### config.mk
export PLATFORM = sky130hd
export DESIGN_NAME = clk_ratio_mon
export DESIGN_NICKNAME = d
export VERILOG_FILES = /design/src/rtl/clk_ratio_mon.sv
export SDC_FILE = /design/constraint.sdc
export NUM_CORES = 1
export LEC_CHECK = 0
export ABC_CLOCK_PERIOD_IN_PS = 2300
export CORE_UTILIZATION = 54
export CTS_CLUSTER_SIZE = 10
export DETAILED_ROUTE_END_ITERATION = 10
export MAX_ROUTING_LAYER = met4
export PLACE_DENSITY_LB_ADDON = 0.2
export SYNTH_ARGS = -nofsm -noshare
export SYNTH_HDL_FRONTEND = slang
export SYNTH_SLANG_ARGS = --single-unit
### constraint.sdc
create_clock -name i_ref_clk -period 2.3 [get_ports i_ref_clk]
set_clock_uncertainty 0.1 [all_clocks]
set_input_delay 0.575 -clock i_ref_clk [delete_from_list [all_inputs] [get_ports i_ref_clk]]
set_output_delay 0.575 -clock i_ref_clk [all_outputs]
set_load 0.02 [all_outputs]
### src/rtl/clk_ratio_mon.sv
// clk_ratio_mon: measures i_div_clk period in i_ref_clk cycles and flags lock/errors.
// Optional high-time (duty) check enabled by defining CLK_RATIO_MON_DUTY_EN.
module clk_ratio_mon #(
    parameter int RATIO_WD = 8,
    parameter int LOCK_CNT = 4
) (
    input  logic                i_ref_clk,
    input  logic                i_rst,
    input  logic                i_mon_en,
    input  logic                i_div_clk,
    input  logic [RATIO_WD-1:0] i_exp_ratio,
    output logic [RATIO_WD-1:0] o_meas_ratio,
    output logic                o_meas_valid,
    output logic                o_lock,
    output logic                o_err
);
    typedef enum logic [1:0] {IDLE, WAIT_EDGE, MEASURE} state_t;
    localparam logic [3:0] LOCK = 4'(LOCK_CNT);
    state_t              state;
    logic [2:0]          sync;
    logic [RATIO_WD-1:0] cnt;
    logic [RATIO_WD-1:0] exp_q;
    logic [3:0]          match;
    logic [3:0]          match_inc;
    logic                rise;
    logic                active;
    assign rise      = sync[1] & ~sync[2];
    assign active    = i_mon_en && (i_exp_ratio >= RATIO_WD'(2));
    assign match_inc = (match == LOCK) ? match : match + 4'd1;
`ifdef CLK_RATIO_MON_DUTY_EN
    logic [RATIO_WD-1:0] hcnt;
    logic [RATIO_WD-1:0] exp_high;
    logic                h_run;
    logic                fall;
    assign fall     = ~sync[1] & sync[2];
    assign exp_high = i_exp_ratio - (i_exp_ratio >> 1);
`endif
    always_ff @(posedge i_ref_clk or negedge i_rst) begin
        if (!i_rst) begin
            state        <= IDLE;
            sync         <= '0;
            cnt          <= '0;
            exp_q        <= '0;
            match        <= '0;
            o_meas_ratio <= '0;
            o_meas_valid <= 1'b0;
            o_lock       <= 1'b0;
            o_err        <= 1'b0;
`ifdef CLK_RATIO_MON_DUTY_EN
            hcnt         <= '0;
            h_run        <= 1'b0;
`endif
        end else begin
            sync         <= {sync[1:0], i_div_clk};
            exp_q        <= i_exp_ratio;
            o_meas_valid <= 1'b0;
            o_err        <= 1'b0;
            if (!active) begin
                state  <= IDLE;
                match  <= '0;
                o_lock <= 1'b0;
            end else begin
                case (state)
                    IDLE: state <= WAIT_EDGE;
                    WAIT_EDGE: begin
                        if (rise) begin
                            cnt   <= RATIO_WD'(1);
                            state <= MEASURE;
                        end
                    end
                    MEASURE: begin
                        if (rise) begin
                            cnt          <= RATIO_WD'(1);
                            o_meas_ratio <= cnt;
                            o_meas_valid <= 1'b1;
                            if (cnt == i_exp_ratio) begin
                                match  <= match_inc;
                                o_lock <= (match_inc == LOCK);
                            end else begin
                                match  <= '0;
                                o_lock <= 1'b0;
                                o_err  <= 1'b1;
                            end
                        end else if (&cnt) begin
                            // saturated without an edge: timeout, resync on next edge
                            o_err  <= 1'b1;
                            match  <= '0;
                            o_lock <= 1'b0;
                            state  <= WAIT_EDGE;
                        end else begin
                            cnt <= cnt + RATIO_WD'(1);
                        end
                    end
                    default: state <= IDLE;
                endcase
            end
`ifdef CLK_RATIO_MON_DUTY_EN
            if (!active) begin
                h_run <= 1'b0;
            end else if (rise && state != IDLE) begin
                h_run <= 1'b1;
                hcnt  <= RATIO_WD'(1);
            end else if (h_run && fall) begin
                h_run <= 1'b0;
                if (hcnt != exp_high) begin
                    o_err  <= 1'b1;
                    match  <= '0;
                    o_lock <= 1'b0;
                end
            end else if (h_run && !(&hcnt)) begin
                hcnt <= hcnt + RATIO_WD'(1);
            end
`endif
            // a changed target invalidates any accumulated lock
            if (exp_q != i_exp_ratio) begin
                match  <= '0;
                o_lock <= 1'b0;
            end
        end
    end
endmodule
==> results of run 1 <==
## worst register-to-register path: stages (launching register included)
cell and delay, ps:
dfrtp_1 480, ha_1 260, nand3_1 160, nor2_1 110
nor3_2 390, nand4_1 140, o21ai_0 180
## where the power goes
part	switching [W]	internal [W]
clock	0.000214	0.000145
sequential	0.0000211	0.000659
combinational	0.0000798	0.0000887
## final timing paths
path                                     from                          end  slack (ps)  cells after the start
min in group asynchronous               i_rst           exp_q[4]$_DFF_PN0_         520                      2
hold reg to reg             sync[0]$_DFF_PN0_            sync[1]$_DFF_PN0_         270                      0
setup reg to reg           cnt[1]$_DFFE_PN0P_           cnt[7]$_DFFE_PN0P_         400                      6
setup / recovery               i_exp_ratio[7]  o_meas_ratio[4]$_DFFE_PN0P_         180                      5
max in group asynchronous               i_rst  o_meas_ratio[6]$_DFFE_PN0P_        1250                      2
hold / removal              sync[0]$_DFF_PN0_            sync[1]$_DFF_PN0_         270                      0
## layout by cell type, fill, tap and decap left out, types with 4 or more instances in the layout
cell             count
a31oi_1              5
mux2_4               5
clkdlybuf4s50_1     18
xnor2_1             15
nand4_1              8
o21ai_0             11
inv_1                4
nor2_1              14
clkbuf_4             5
and3_1               4
dfrtp_1             36
a21oi_1             10
nand2_1              8
buf_4               14
dlymetal6s2s_1       4
nand3_1             11
## layer usage
layer	share of wire [%]	wire, microns
met5	0	0
met4	2.1	77
met1	42	1580
met2	49	1830
met3	6.6	246
## flip-flops by register name (all words and copies together) (netlist names)
signal and flops:
match 4, sync 3, exp_q 8, cnt 8
o_err 1, o_lock 1, o_meas_ratio 8, o_meas_valid 1
state 2
## timing repair
action                                 CTS  global route
setup endpoints to repair                3            14
pin swaps                                0             2
resized for setup                        1            11
endpoints found under the hold margin    0             0
gates cloned                             1             0
## cells by family after synthesis
| group | Yosys count | synth area share [%] |
|---|---|---|
| AND/OR/NAND/NOR | 59 | 18.8 |
| flip-flops | 36 | 51.8 |
| AO/OA/AOI/OAI | 29 | 10.3 |
| XOR/XNOR | 16 | 8.06 |
| multiplexers | 9 | 5.76 |
| buffers and inverters | 7 | 3.17 |
| adder cells (fa/ha/maj) | 3 | 2.16 |
## stage by stage
step | instances | setup WS (ps) | hold WS [ps] | cell area (sq um) | utilization, %
4_1_cts | 245 | 0.336 | 272 | 2160 | 70.7
5_1_grt | 245 | 138 | 291 | 2200 | 72.1
2_1_floorplan | 159 | 76.5 | 179 | 1740 | -
3_3_place_gp | 236 | -339 | 232 | 2080 | 68.1
6_report | 245 | 178 | 269 | 2200 | 72.1
3_5_place_dp | 236 | -378 | 247 | 2080 | 68.1
## layout make-up
type | instances | area, sq um
flip-flops and latches | 36 | 901
fillers | 240 | 851
multi-input cells | 117 | 835
repair buffers | 36 | 335
well taps | 44 | 55.1
clock buffers | 6 | 51.3
inverters | 4 | 15.0
clock inverters | 2 | 10.0
## cells in the mapped netlist, types with 2 or more instances
| cell | count |
|---|---|
| inv_1 | 4 |
| nand4_1 | 8 |
| ha_1 | 3 |
| and3_1 | 4 |
| nor2_1 | 14 |
| nor2b_1 | 3 |
| clkbuf_1 | 2 |
| mux2_2 | 8 |
| o21ai_0 | 11 |
| dfrtp_1 | 36 |
| a21oi_1 | 10 |
| nor3_1 | 3 |
| xnor2_1 | 15 |
| a31oi_1 | 5 |
| nand3_1 | 11 |
| nand2_1 | 8 |
==> summary.md, run 1 <==
| Metric | Value |
|---|---|
| Routing usage on met3 | `7.25%` |
| Leakage power | `approximately 1 nW` |
| Total power | `between 0.001 and 0.0015 W` |
| Post-synthesis async set-or-reset flop share | `100%` |
| Least-Margin Pin Slew | `between 400 and 500 ps` |
| YS warnings | `0` |
| Num rows | `20` |
| Wirelength per Cell | `roughly 15 microns` |
| Slew HR | `between 70% and 80%` |
| Starting Density | `57.0%` |
| Worst IR drop on VDD | `around 430 uV` |
| Startpoint Class | `primary input` |
| Detail Route Antenna Nets | `0` |
| M1 GR Usage | `29.1%` |
| Mean post-synth cell area | `10.9 sq um` |
| Syn Nets | `between 150 and 200` |
| Detailed-placement wirelength estimate | `approximately 2600 microns` |
| Initial drt markers | `between 50 and 60` |
| Slowest-stage cell, CP | `or4_4` |
| Hold buffers post-CTS | `0` |
| Max-Cap Viols | `0` |
| Power per cell area | `549 mW/mm^2` |
| Count of port buffers added during placement | `22` |
| Unique masters post-synth | `30` |
| Share of post-route cells with drive strength above 1 | `between 10% and 20%` |
| Vias in the first global route | `1388` |
| Cell Chain, Critical Path | `dlymetal6s2s_1, or4_4, o41ai_4, nand3b_4, mux2_4` |
| Most used routing layer | `met2` |
| Initial DRT Pass Iterations | `4` |
| Final setup TNS | `0 ps` |
| Antenna violations before repair | `0` |
| Top_reg_cell synth | `dfrtp_1` |
| Total CTS buffers | `5` |
| Clock Pin Slew Worst Setup and Hold Paths | `100 ps` |
| Status | `completed` |
| Top delay family on crit path | `simple AND/OR/NAND/NOR gates` |
| Sequential area share after synthesis | `51.8%` |
| Setup violators final | `0` |
| Critical path arrival | `about 2300 ps` |
| Min Tclk post-route | `roughly 2100 ps` |
| Post-CTS setup buffers | `0` |
| Max clock buf depth | `2` |
| Syn Inst Count | `roughly 160` |
| Hold Path Class | `flip-flop to flip-flop` |
| M2 GR Usage | `about two fifths` |
| Drt total wl | `roughly 3700 microns` |
| Clock Latency Late Sink | `approximately 350 ps` |
| Fmax | `471 MHz` |
| Max FO, Critical Path | `5` |
| Fin. max-slew vios | `0` |
| Core area | `just over 0.003 sq mm` |
| Crit Path Class | `primary input to flip-flop` |
| Gr ovfl total | `0` |
| Synth-to-layout area growth | `26.6%` |
| CP Capture Type | `flip-flop` |
| Antenna fix cells | `0` |
| Die ar. | `0.00345 sq mm` |
| Count of final hold-check violations | `0` |
| First-pass GRT wire length | `6000 microns` |
| Vias per cell | `~5.8` |
| Largest stage delay, worst path | `roughly 540 ps` |
| Chip Width | `just under 60 microns` |
| Worst path required time | `approximately 2400 ps` |
| DR vias | `approximately 1400` |
| Unrepaired setup endpoints after global routing | `false` |
| CP Buf/Inv Count | `1` |
| CTS Root Cell | `clkbuf_4` |
| Synth area leaders | `dfrtp_1 (52%), xnor2_1 (7.6%), mux2_2 (5.2%), nand3_1 (3.2%), o21ai_0 (3.2%)` |
| Tcrit/Tclk final | `approximately 90%` |
| Synthesized cell area | `0.00174 sq mm` |
| Number of synthesized flops with an enable pin | `0` |
| Largest net degree at the start of global routing | `37` |
| # DRC | `0` |
| Clk sink count | `36` |
| FF+latch count, synth | `36` |
| Tot GR Track Use | `~25%` |
| IO Count | `23` |
| CTS tree | `built` |
| Final #Nets | `215` |
| Area leader, netlist | `dfrtp_1` |
| Top cell type's share of synthesized area | `51.8%` |
| Chip height | `roughly 59 microns` |
| Placer Congestion | `~0.91` |
| H-tree depth | `2` |
Power figures use the tool's default switching activity.
==> inputs of run 2 (changes only) <==
--- a/config.mk
+++ b/config.mk
@@ -5,8 +5,9 @@
 export SDC_FILE = /design/constraint.sdc
 export NUM_CORES = 1
 export LEC_CHECK = 0
+export ABC_AREA = 1
 export ABC_CLOCK_PERIOD_IN_PS = 2300
-export CORE_UTILIZATION = 54
+export CORE_UTILIZATION = 56
 export CTS_CLUSTER_SIZE = 10
 export DETAILED_ROUTE_END_ITERATION = 10
 export MAX_ROUTING_LAYER = met4
==> summary.md, run 2 <==
| Metric | Value |
|---|---|
| Worst slack, placed | `-72.6 ps` |
| Largest net degree at the start of global routing | `37` |
| Post-route insts no fill | `around 340` |
| Initial drt markers | `70` |
| Synthesized cell area | `a little over 0.002 sq mm` |
| Vias per cell | `4.97` |
| Final setup TNS | `0 ps` |
| Tcrit/Tclk final | `between 80% and 90%` |
| Gr ovfl total | `0` |
| Biggest regs | `cnt: 8 flops, exp_q: 8 flops, o_meas_ratio: 8 flops` |
| YS warnings | `0` |
| Drt total wl | `about 3800 microns` |
| Unrepaired setup endpoints after global routing | `false` |
| Worst path required time | `~2400 ps` |
| Detail Route Antenna Nets | `0` |
| Total CTS buffers | `5` |
| DR vias | `~1700` |
| Switching power | `approximately 0.00036 W` |
| Status | `completed` |
| Least-Margin Pin Slew | `438 ps` |
| R2R Setup Slk | `~500 ps` |
| CP Capture Type | `flip-flop` |
| WHS Path Cells | `0` |
| Dpl cells | `329` |
| Number of synthesized flops with an enable pin | `0` |
| Count of port buffers added during placement | `22` |
| Post-synthesis async set-or-reset flop share | `100%` |
| Critical register-to-register path startpoint | `cnt[1]$_DFFE_PN0P_` |
| CTS Root Cell | `clkbuf_4` |
| Die ar. | `around 0.0039 sq mm` |
| Top_reg_cell synth | `dfrtp_1` |
| Slew HR | `a little over two thirds` |
| Initial DRT Pass Iterations | `4` |
| Most common cell in the netlist | `nand2_1` |
| Combinational fraction of design power | `between 15 and 20%` |
| Worst IR drop on VDD | `about 280 uV` |
| Fmax | `about 500 MHz` |
| Starting Density | `between 50% and 60%` |
| Critical path arrival | `2150 ps` |
| Unique masters post-synth | `26` |
| Post_cts resized | `0` |
| Sequential area share after synthesis | `44.2%` |
| Chip Width | `a little over 60 microns` |
| Area leader, netlist | `dfrtp_1` |
| RR Endpoint | `cnt[4]$_DFFE_PN0P_` |
| Post-CTS setup buffers | `0` |
| CTS tree | `built` |
| Count of final hold-check violations | `0` |
| Fin. max-slew vios | `0` |
| Synth-to-layout area growth | `15.5%` |
| Placer Congestion | `~0.85` |
| Clock Pin Slew Worst Setup and Hold Paths | `100 ps` |
| Hold Startpoint | `sync[0]$_DFF_PN0_` |
| R2R depth | `10` |
| Leakage power | `between 1 and 1.5 nW` |
| Core area | `about 0.0034 sq mm` |
| # DRC | `0` |
| Most frequent cells in the layout | `nand2_1 (83), inv_1 (40), dfrtp_1 (36)` |
| Fill count | `roughly 300` |
| Commonest non-fill, non-tap cell in the layout | `nand2_1` |
| Final #Nets | `305` |
| Antenna violations before repair | `0` |
| Chip height | `approximately 62 microns` |
| Min Tclk post-route | `~2000 ps` |
| Post-route worst setup slack | `~280 ps` |
| FF+latch count, synth | `36` |
| Wirelength per Cell | `about 11 microns` |
| Synth area leaders | `dfrtp_1 (44%), nand2_1 (15%), inv_1 (7.4%), o21ai_2 (5.6%), nand3_1 (4.2%)` |
| Switching part of the total | `between 20% and 30%` |
| Tot GR Track Use | `roughly a quarter` |
| Hold Path Class | `flip-flop to flip-flop` |
| Num rows | `21` |
| Startpoint Class | `primary input` |
| Mean post-synth cell area | `7.84 sq um` |
| Total power | `0.00123 W` |
| First-pass GRT wire length | `6840 microns` |
| Area of the multi-input gates | `~940 sq um` |
| Power per cell area | `523 mW/mm^2` |
| IO Count | `23` |
| Sequential share of power | `~57%` |
| Hold_ws | `~260 ps` |
| H-tree depth | `2` |
| Antenna fix cells | `0` |
| Hold buffers post-CTS | `0` |
| Top cell type's share of synthesized area | `between 40% and 50%` |
| Detailed-placement wirelength estimate | `2870 microns` |
| Clk pwr share | `between 20% and 30%` |
| Max FO, Critical Path | `14` |
| Clk sink count | `36` |
| Max-Cap Viols | `0` |
| Hold EP | `sync[1]$_DFF_PN0_` |
| Post-synth top cells | `nand2_1 (83), inv_1 (40), dfrtp_1 (36)` |
| Internal power | `between 0.0008 and 0.0009 W` |
| Clock Latency Late Sink | `about 340 ps` |
| Syn Inst Count | `260` |
| Crit Path Class | `primary input to flip-flop` |
| Setup violators final | `0` |
| Share of post-route cells with drive strength above 1 | `roughly 15%` |
| FF+latch area | `901 sq um` |
| Vias in the first global route | `between 1500 and 2000` |
| Max clock buf depth | `2` |
| Syn Nets | `around 280` |
run 2: cell count changes in the layout (fill, tap and decap cells not counted), sizes merged, moves of 10 or more:
cell | previous run | this run
nand2 | 8 | 91
inv | 4 | 43
buf | 14 | 3
o21ai | 11 | 21
nor2 | 14 | 24
run 2: worst max-delay path by stage:
stage	startpoint	endpoint	cells past startpoint
2_1_floorplan	cnt[0]$_DFFE_PN0P_	cnt[2]$_DFFE_PN0P_	10
3_3_place_gp	i_exp_ratio[4]	cnt[4]$_DFFE_PN0P_	9
3_5_place_dp	i_exp_ratio[4]	cnt[4]$_DFFE_PN0P_	9
4_1_cts	i_exp_ratio[4]	cnt[4]$_DFFE_PN0P_	9
5_1_grt	i_exp_ratio[4]	cnt[3]$_DFFE_PN0P_	9
6_report	i_exp_ratio[4]	cnt[4]$_DFFE_PN0P_	9
run 2: metal layers:
metal	GRT usage (%)	part of all wire, %	up-vias
li1	-	-	862
met1	29.5	48	758
met2	35.3	44	38
met3	6.62	5.4	11
met4	10.8	2.2	0
met5	-	0	-
run 2: critical path: stages:
cell and delay, ps:
clkdlybuf4s50_1 490, nor2_1 220, nand2_1 110, o21ai_1 250, nor2_2 100, nand2_4 190, inv_2 80, nand2_1 60
a21oi_1 60
run 2: power by group through the flow:
stage          sequential, W  clock [W]  combinational [W]
2_1_floorplan       0.000717          0           0.000129
3_3_place_gp        0.000712          0           0.000213
3_5_place_dp        0.000712          0           0.000218
4_1_cts             0.000700   0.000322           0.000218
5_1_grt             0.000706   0.000349           0.000245
6_report            0.000700   0.000314           0.000216
run 2: stage by stage:
stage / util (%) / cell area (sq um)
after floorplan: - / 2040
after global placement: 67.5 / 2310
after detailed placement: 67.5 / 2310
after CTS: 68.9 / 2350
after global routing: 68.9 / 2350
final: 68.9 / 2350
run 2: area by class of cell:
cell class,count,share of cell area (%)
clock buffer,6,1.75
clock inverter,1,0.213
inverter,43,6.86
multi-input combinational,179,40.1
sequential,36,38.3
tap,46,2.45
timing repair buffer,25,10.3
run 2: cell families after synthesis:
| family | synth area share [%] |
|---|---|
| compound gates | 8.23 |
| buf+inv | 9.45 |
| simple gates | 32.8 |
| flops | 44.2 |
| fa+ha+maj | 1.84 |
| xor+xnor | 3.44 |
==> inputs of run 3 (changes only) <==
--- a/config.mk
+++ b/config.mk
@@ -7,7 +7,7 @@
 export LEC_CHECK = 0
 export ABC_AREA = 1
 export ABC_CLOCK_PERIOD_IN_PS = 2300
-export CORE_UTILIZATION = 56
+export CORE_UTILIZATION = 35
 export CTS_CLUSTER_SIZE = 10
 export DETAILED_ROUTE_END_ITERATION = 10
 export MAX_ROUTING_LAYER = met4
==> summary.md, run 3 (same netlist as run 2, synthesis figures left out) <==
| Metric | Value |
|---|---|
| First-pass GRT wire length | `between 7000 and 8000 microns` |
| Power per cell area | `about 560 mW/mm^2` |
| CTS tree | `built` |
| Wirelength per Cell | `about 11 microns` |
| Count of port buffers added during placement | `22` |
| Clk pwr share | `33.5%` |
| Slew HR | `approximately four fifths` |
| Min Tclk post-route | `around 2000 ps` |
| Clock Pin Slew Worst Setup and Hold Paths | `70 ps` |
| Core area | `0.00557 sq mm` |
| H-tree depth | `2` |
| Tcrit/Tclk final | `between 80% and 90%` |
| Post_cts resized | `0` |
| Status | `completed` |
| Sequential share of power | `between 50% and 60%` |
| Drt total wl | `4120 microns` |
| Num rows | `27` |
| Largest net degree at the start of global routing | `37` |
| Initial DRT Pass Iterations | `4` |
| Switching part of the total | `between 20% and 30%` |
| Startpoint Class | `primary input` |
| Placer Congestion | `between 0.7 and 0.8` |
| Final setup TNS | `0 ps` |
| Detail Route Antenna Nets | `0` |
| Clock Latency Late Sink | `between 200 and 300 ps` |
| Antenna fix cells | `0` |
| Vias per cell | `between 4 and 5` |
| Fmax | `around 500 MHz` |
| Count of final hold-check violations | `0` |
| Internal power | `0.00100 W` |
| Detailed-placement wirelength estimate | `~3000 microns` |
| Chip Width | `around 78 microns` |
| Leakage power | `approximately 1.2 nW` |
| Antenna violations before repair | `0` |
| Worst IR drop on VDD | `231 uV` |
| Commonest non-fill, non-tap cell in the layout | `nand2_1` |
| Max-Cap Viols | `0` |
| Fin. max-slew vios | `0` |
| Switching power | `between 0.0003 and 0.0004 W` |
| Fill count | `544` |
| # DRC | `0` |
| Setup violators final | `0` |
| Starting Density | `between 30 and 40%` |
| Max FO, Critical Path | `16` |
| Least-Margin Pin Slew | `approximately 290 ps` |
| Tot GR Track Use | `between 15 and 20%` |
| Total CTS buffers | `5` |
| Chip height | `~80 microns` |
| DR vias | `between 1500 and 2000` |
| IO Count | `23` |
| CTS Root Cell | `clkbuf_8` |
| Unrepaired setup endpoints after global routing | `false` |
| Hold buffers post-CTS | `0` |
| Util after Layout | `~45%` |
| Worst path required time | `2380 ps` |
| Synth-to-layout area growth | `22.0%` |
| Clk sink count | `36` |
| Initial drt markers | `40` |
| Combinational fraction of design power | `roughly 16%` |
| Biggest regs | `cnt: 8 flops, exp_q: 8 flops, o_meas_ratio: 8 flops` |
| Share of post-route cells with drive strength above 1 | `16.7%` |
| Post-CTS setup buffers | `0` |
| Most frequent cells in the layout | `nand2_1 (83), inv_1 (40), dfrtp_1 (36)` |
| Crit Path Class | `primary input to flip-flop` |
| Hold Path Class | `primary input to async pin` |
| Gr ovfl total | `0` |
| Critical path arrival | `slightly above 2000 ps` |
| CP Capture Type | `flip-flop` |
| Max clock buf depth | `2` |
| Vias in the first global route | `1663` |
| Die ar. | `roughly 0.0061 sq mm` |
| Final #Nets | `approximately 310` |
-- run 3: cell count changes in the layout (fill, tap and decap cells not counted), sizes merged --
cell	before	now
buf	3	7
clkinv	1	2
clkdlybuf4s50	22	21
-- run 3: worst paths after layout --
check | endpoint | start | cells past startpoint | slack, ps
setup / recovery | o_meas_ratio[2]$_DFFE_PN0P_ | i_exp_ratio[5] | 11 | 320
hold / removal | o_meas_ratio[6]$_DFFE_PN0P_ | i_rst | 2 | 130
setup reg to reg | o_lock$_DFFE_PN0P_ | cnt[1]$_DFFE_PN0P_ | 9 | 590
hold reg to reg | sync[1]$_DFF_PN0_ | sync[0]$_DFF_PN0_ | 0 | 260
max in group asynchronous | cnt[0]$_DFFE_PN0P_ | i_rst | 2 | 1780
min in group i_ref_clk | sync[1]$_DFF_PN0_ | sync[0]$_DFF_PN0_ | 0 | 260
-- run 3: layout make-up --
cell class	instances	area [sq um]	area share (%)
multi-input combinational	179	945	38.0
clock inverter	2	10.0	0.402
sequential	36	901	36.2
inverter	43	161	6.49
clock buffer	6	82.6	3.32
tap	72	90.1	3.62
timing repair buffer	28	298	12.0
-- run 3: stage by stage --
stage | power (W) | hold slack [ps] | cells | cell area, sq um | setup WS (ps)
floorplan | 0.000847 | 179 | 260 | 2040 | 751
global placement | 0.000942 | 236 | 358 | 2390 | 24.9
detailed placement | 0.000947 | 244 | 358 | 2390 | 14.6
CTS | 0.00142 | 142 | 366 | 2490 | 326
global route | 0.00148 | 161 | 366 | 2490 | 89.1
finish | 0.00140 | 133 | 366 | 2490 | 318
-- run 3: routing by layer --
layer	vias to the layer above	share of wire [%]	track usage, %
met1	738	48	20.6
met4	0	1.9	7.78
met5	-	0	-
met2	32	46	25.4
met3	7	3.9	3.02
li1	870	-	-
-- run 3: worst max-delay path: stages --
cell and delay [ps]:
clkdlybuf4s50_1 500, nor2_1 190, nand2_1 100, nor2_2 160, nor2_4 60, nand2_1 70
inv_2 50, nand2_4 180, inv_1 80, nand2_1 60, nand2_1 40
-- run 3: power groups by stage --
stage	sequential, W	clock, W	combinational [W]
final	0.000701	0.000470	0.000229
after global routing	0.000707	0.000511	0.000263
after CTS	0.000701	0.000487	0.000234
after detailed placement	0.000713	0	0.000233
after global placement	0.000713	0	0.000229
after floorplan	0.000717	0	0.000129
